[config.mk]
export PLATFORM = sky130hd
export DESIGN_NAME = nibble_serial_alu_seq
export DESIGN_NICKNAME = d
export VERILOG_FILES = /design/src/rtl/alu_pkg.sv /design/src/rtl/add4bit.sv /design/src/rtl/nibble_serial_alu_seq.sv
export SDC_FILE = /design/constraint.sdc
export NUM_CORES = 1
export LEC_CHECK = 0
export CAP_MARGIN = 15
export CELL_PAD_IN_SITES_DETAIL_PLACEMENT = 2
export CELL_PAD_IN_SITES_GLOBAL_PLACEMENT = 2
export CORE_MARGIN = 10
export CORE_UTILIZATION = 33
export DETAILED_ROUTE_END_ITERATION = 10
export HOLD_SLACK_MARGIN = 0.1
export PLACE_DENSITY_LB_ADDON = 0.12
export SLEW_MARGIN = 10
export SYNTH_ARGS = -nofsm -noshare
export SYNTH_HDL_FRONTEND = slang
export SYNTH_SLANG_ARGS = --single-unit
[constraint.sdc]
create_clock -name clk -period 4.16 [get_ports clk]
set_input_delay 0.624 -clock clk [delete_from_list [all_inputs] [get_ports clk]]
set_output_delay 0.624 -clock clk [all_outputs]
set_load 0.02 [all_outputs]
[src/rtl/alu_pkg.sv]
// Shared definitions for the nibble-serial ALU sequencer: FSM encoding and op codes.
package alu_pkg;

    typedef enum logic [1:0] {
        ST_IDLE = 2'd0,
        ST_RUN  = 2'd1,
        ST_DONE = 2'd2
    } state_t;

    localparam logic OP_ADD = 1'b0;
    localparam logic OP_SUB = 1'b1;

endpackage

[src/rtl/add4bit.sv]
// 4-bit carry-lookahead adder slice with group generate/propagate outputs.
module add4bit (
    input  logic [3:0] x,
    input  logic [3:0] y,
    input  logic       c0,
    output logic [3:0] S,
    output logic       c4,
    output logic       Gm,
    output logic       Pm
);

    logic [3:0] w_g;
    logic [3:0] w_p;
    logic [3:0] w_c;

    // Lookahead carries computed directly from generate/propagate terms.
    always_comb begin
        w_g    = x & y;
        w_p    = x ^ y;
        w_c[0] = c0;
        w_c[1] = w_g[0] | (w_p[0] & c0);
        w_c[2] = w_g[1] | (w_p[1] & w_g[0]) | (w_p[1] & w_p[0] & c0);
        w_c[3] = w_g[2] | (w_p[2] & w_g[1]) | (w_p[2] & w_p[1] & w_g[0])
               | (w_p[2] & w_p[1] & w_p[0] & c0);
        Gm     = w_g[3] | (w_p[3] & w_g[2]) | (w_p[3] & w_p[2] & w_g[1])
               | (w_p[3] & w_p[2] & w_p[1] & w_g[0]);
        Pm     = &w_p;
        c4     = Gm | (Pm & c0);
        S      = w_p ^ w_c;
    end

endmodule

[src/rtl/nibble_serial_alu_seq.sv]
// Multi-cycle add/subtract: operands stream LSB-first through one shared 4-bit
// CLA slice, one nibble per cycle, with the carry chained through a register.
module nibble_serial_alu_seq
    import alu_pkg::*;
#(
    parameter int WIDTH = 32
) (
    input  logic             clk,
    input  logic             rst,
    input  logic             start,
    input  logic             op,
    input  logic [WIDTH-1:0] a,
    input  logic [WIDTH-1:0] b,
    output logic             busy,
    output logic             done,
    output logic [WIDTH-1:0] result,
    output logic             cout,
    output logic             overflow,
    output logic             zero
);

    localparam int NNIB  = WIDTH / 4;
    localparam int CNT_W = $clog2(NNIB);
    localparam int IDX_W = CNT_W + 2;
    localparam logic [CNT_W-1:0] LAST_CNT = CNT_W'(NNIB - 1);

    state_t           r_state;
    state_t           w_state_next;
    logic [WIDTH-1:0] r_opa;
    logic [WIDTH-1:0] r_opb;
    logic [WIDTH-1:0] r_result;
    logic [CNT_W-1:0] r_cnt;
    logic             r_carry;
    logic             r_cout;
    logic             r_overflow;
    logic             r_zero;

    logic             w_accept;
    logic             w_last;
    logic [IDX_W-1:0] w_base;
    logic [3:0]       w_x;
    logic [3:0]       w_y;
    logic [3:0]       w_s;
    logic             w_c4;
    // Group generate/propagate are not needed for a single serial slice.
    logic             w_gm_unused;
    logic             w_pm_unused;

    assign w_last = (r_cnt == LAST_CNT);
    assign w_base = {r_cnt, 2'b00};
    assign w_x    = r_opa[w_base +: 4];
    assign w_y    = r_opb[w_base +: 4];

    add4bit u_slice (
        .x  (w_x),
        .y  (w_y),
        .c0 (r_carry),
        .S  (w_s),
        .c4 (w_c4),
        .Gm (w_gm_unused),
        .Pm (w_pm_unused)
    );

    // State register.
    // NOTE: sequential state uses non-blocking (<=) so every flop samples pre-edge values.
    always_ff @(posedge clk or posedge rst) begin
        if (rst) r_state <= ST_IDLE;
        else     r_state <= w_state_next;
    end

    // Next-state, handshake outputs and operand-accept decode.
    // NOTE: every output gets a default first, so no path can infer a latch.
    always_comb begin
        w_state_next = r_state;
        busy         = 1'b0;
        done         = 1'b0;
        w_accept     = 1'b0;
        unique case (r_state)
            ST_IDLE: begin
                if (start) begin
                    w_accept     = 1'b1;
                    w_state_next = ST_RUN;
                end
            end
            ST_RUN: begin
                busy = 1'b1;
                if (w_last) w_state_next = ST_DONE;
            end
            ST_DONE: begin
                done = 1'b1;
                if (start) begin
                    w_accept     = 1'b1;
                    w_state_next = ST_RUN;
                end else begin
                    w_state_next = ST_IDLE;
                end
            end
            default: w_state_next = ST_IDLE;
        endcase
    end

    // Operand latch, nibble-serial datapath and final flag capture.
    // NOTE: the operand registers are reset too, so the slice never sees X after reset.
    always_ff @(posedge clk or posedge rst) begin
        if (rst) begin
            r_opa      <= '0;
            r_opb      <= '0;
            r_result   <= '0;
            r_cnt      <= '0;
            r_carry    <= 1'b0;
            r_cout     <= 1'b0;
            r_overflow <= 1'b0;
            r_zero     <= 1'b0;
        end else if (w_accept) begin
            r_opa <= a;
            r_cnt <= '0;
            unique case (op)
                OP_ADD: begin
                    r_opb   <= b;
                    r_carry <= 1'b0;
                end
                OP_SUB: begin
                    r_opb   <= ~b;
                    r_carry <= 1'b1;
                end
                default: begin
                    r_opb   <= b;
                    r_carry <= 1'b0;
                end
            endcase
        end else if (r_state == ST_RUN) begin
            r_result[w_base +: 4] <= w_s;
            r_carry               <= w_c4;
            if (w_last) begin
                // Counter holds at the last nibble rather than wrapping.
                r_cout     <= w_c4;
                r_overflow <= (r_opa[WIDTH-1] == r_opb[WIDTH-1])
                           && (w_s[3] != r_opa[WIDTH-1]);
                r_zero     <= ({w_s, r_result[WIDTH-5:0]} == '0);
            end else begin
                r_cnt <= r_cnt + 1'b1;
            end
        end
    end

    assign result   = r_result;
    assign cout     = r_cout;
    assign overflow = r_overflow;
    assign zero     = r_zero;

endmodule
==> results.md <==
* Hold slack at 0.486 ns
* CTS tree: done
* Fin crit period at 3.20 ns
* Cell Area, Synth at 5060 sq um
* Hold_buf cts at 0
* Final Setup Violations at 0
* CP endpoint kind: register
* I/O pin count at 105
* Post-DR vias/cell at 5.05
* Hold Path Stages at 2
* Cts bufs inserted at 9
* Share of cells above drive strength 1 at 16.4%
* Crit path DAT at 3.45 ns
* Setup Fix Bufs, Post-CTS at 0
* R2r setup slk at 0.96 ns
* Core ar. at 15,100 sq um
* Clk sinks at 105
* Wire per inst at 20.0 um
* Hold Violations, Final at 0
* Clk slew on worst S/H paths at 0.07 ns
* Synth Register Bits at 105
* Synth Instances at 440
* Fin crit share at 76.8%
* RSZ-0062 raised after global routing: false
* Post-DP HPWL at 10.6 mm
* Initial Utilization at 33.4%
* Peak supply drop at 0.000532 V
* Most frequent cells in the layout: dfrtp_1, clkdlybuf4s50_1, nand2_1
* Largest net degree at the start of global routing at 87
* Fmax at 313 MHz
* ANT nets after route at 0
* Clock latency on the worst-skew pair at 0.35 ns
* Clk root buf: clkbuf_16
* Synth Flop Type: dfrtp_1
* Slew headroom at 34.0%
* Die area at 20,700 sq um
* ANT cells at 0
* Yosys warning total at 0
* Worst hold-check path type: register to register
* Most common cell after layout, fill and taps aside: dfrtp_1
* Iteration-0 DRC Markers at 202
* Number of synthesized flops with an enable pin at 0
* H-tree depth at 3
* Post-synth ARST share at 100%
* Outcome: complete, no violations
* Data required, critical path at 4.41 ns
* Routed wire length at 14.6 mm
* Final Non-Filler Cells at 730
* Initial antenna violation count at 0
* Final net count at 618
* Clock Tree Buf Depth at 2
* GP Congestion at 0.782
* Synth unique cells at 41
* Leak at 0.00284 uW
* Final setup skew at 0.00776 ns
* DR pass1 iterations at 4
* First-pass GRT wire length at 23.5 mm
* Post-CTS sizing at 0
* WS Path Type: register to register
* Syn_area_per_cell at 11.5 sq um
* Residual DRC at 0
* Gr ovfl total at 0
* Seq/Total Area, Yosys at 51.9%
* Layout Utilization at 43.9%
* Die height at 144 um
* Row cnt at 45
* Gr usage total at 14.5%
* Die Width at 144 um
* Final TNS setup at 0 ns
* Startpoint types: register
* Port Buffers at 104
* Syn Nets at 521
* DR vias at 3,686
* # placed instances at 713
* Number of global-route vias before repair at 4,274
* Power Density at 868 nW/um^2
* Reg2Reg Depth at 8
* Area grow syn2layout at 31.3%
* Fin. max-slew vios at 0
* Least-Margin Pin Slew at 0.990 ns
* Worst Path Max Fanout at 23
* Max-cap violations at 0
==> metrics by stage <==
stage          total power (uW)  setup slack (ns)  instance area, sq um
4_1_cts                    5890             0.906                  6620
3_3_place_gp               4700              1.03                  6270
3_5_place_dp               4850             0.932                  6270
5_1_grt                    6240             0.677                  6650
2_1_floorplan              3640             0.775                  5060
6_report                   5770             0.964                  6650
==> flip-flops by register name, indices dropped and copies added (netlist names) <==
signal / flops
r_cnt: 3
overflow: 1
zero: 1
cout: 1
r_state: 2
r_opa: 32
r_opb: 32
result: 32
r_carry: 1
==> final timing paths <==
check | from | to
setup / recovery | r_cnt[1] | result[27]
hold / removal | r_opb[15] | r_opb[15]
setup reg to reg | r_cnt[1] | result[27]
hold reg to reg | r_opb[15] | r_opb[15]
max in group asynchronous | rst | r_opa[28]
min in group asynchronous | rst | result[19]
==> report_power, final <==
group / internal, uW / leakage [uW] / switching, uW / total, uW
logic: 1250 / 0.00136 / 1670 / 2930
registers: 1480 / 0.00132 / 372 / 1850
clock network: 607 / 0.000165 / 391 / 999
total: 3340 / 0.00284 / 2440 / 5770
==> synth_stat cells, types with 2 or more instances <==
| cell type | instances | area, sq um |
|---|---|---|
| dfrtp_1 | 105 | 2630 |
| nand2_1 | 82 | 308 |
| mux2_2 | 44 | 495 |
| o21ai_0 | 38 | 190 |
| xnor2_1 | 33 | 289 |
| mux4_2 | 16 | 360 |
| clkbuf_1 | 13 | 48.8 |
| ha_1 | 12 | 150 |
| o31ai_1 | 12 | 90.1 |
| inv_1 | 11 | 41.3 |
| nor2_1 | 9 | 33.8 |
| nand3_1 | 8 | 40.0 |
| buf_2 | 7 | 35.0 |
| nand4_1 | 6 | 37.5 |
| nor4_1 | 6 | 37.5 |
| nand2b_1 | 4 | 25.0 |
| a21oi_1 | 3 | 15.0 |
| o21ai_1 | 3 | 15.0 |
| or3_1 | 3 | 18.8 |
| buf_4 | 2 | 15.0 |
| nor3_1 | 2 | 10.0 |
| o41ai_1 | 2 | 17.5 |
==> layout make-up <==
cell class,count,area (sq um)
sequential,105,2630
fill,1533,8500
multi-input combinational,298,2280
inverter,13,51.3
clock inverter,6,114
tap,188,235
clock buffer,10,239
timing repair buffer,110,1100
==> logic make-up (layout without fill, tap and decap cells) <==
group	count (synthesis)	in the layout	synth area share (%)
DFF	105	105	51.9
adders and majority gates	13	13	3.36
muxes	61	61	17.1
xor gates and xnor gates	34	34	5.88
buffers and inverters	37	139	3.21
AOI/OAI and AO/OA	66	66	7.81
and+or+nand+nor	124	124	10.8
==> worst max-delay path, cell delays in order (launching register included) <==
cell and delay (ns):
dfrtp_1 1.00, mux4_2 0.43, nand2_1 0.09, nand2_1 0.08, ha_1 0.37, a21oi_1 0.26
o22ai_1 0.14, or2_2 0.44, o31ai_1 0.29
==> layer usage <==
metal / GRT usage (%) / vias to the layer above / routed length [um]
met3: 2.74 / 10 / 581
met5: 0 / - / 0
li1: - / 1726 / -
met1: 17.4 / 1882 / 6350
met2: 25.6 / 68 / 7500
met4: 4.62 / 0 / 173
No activity file was read; power rests on OpenSTA's default activity.
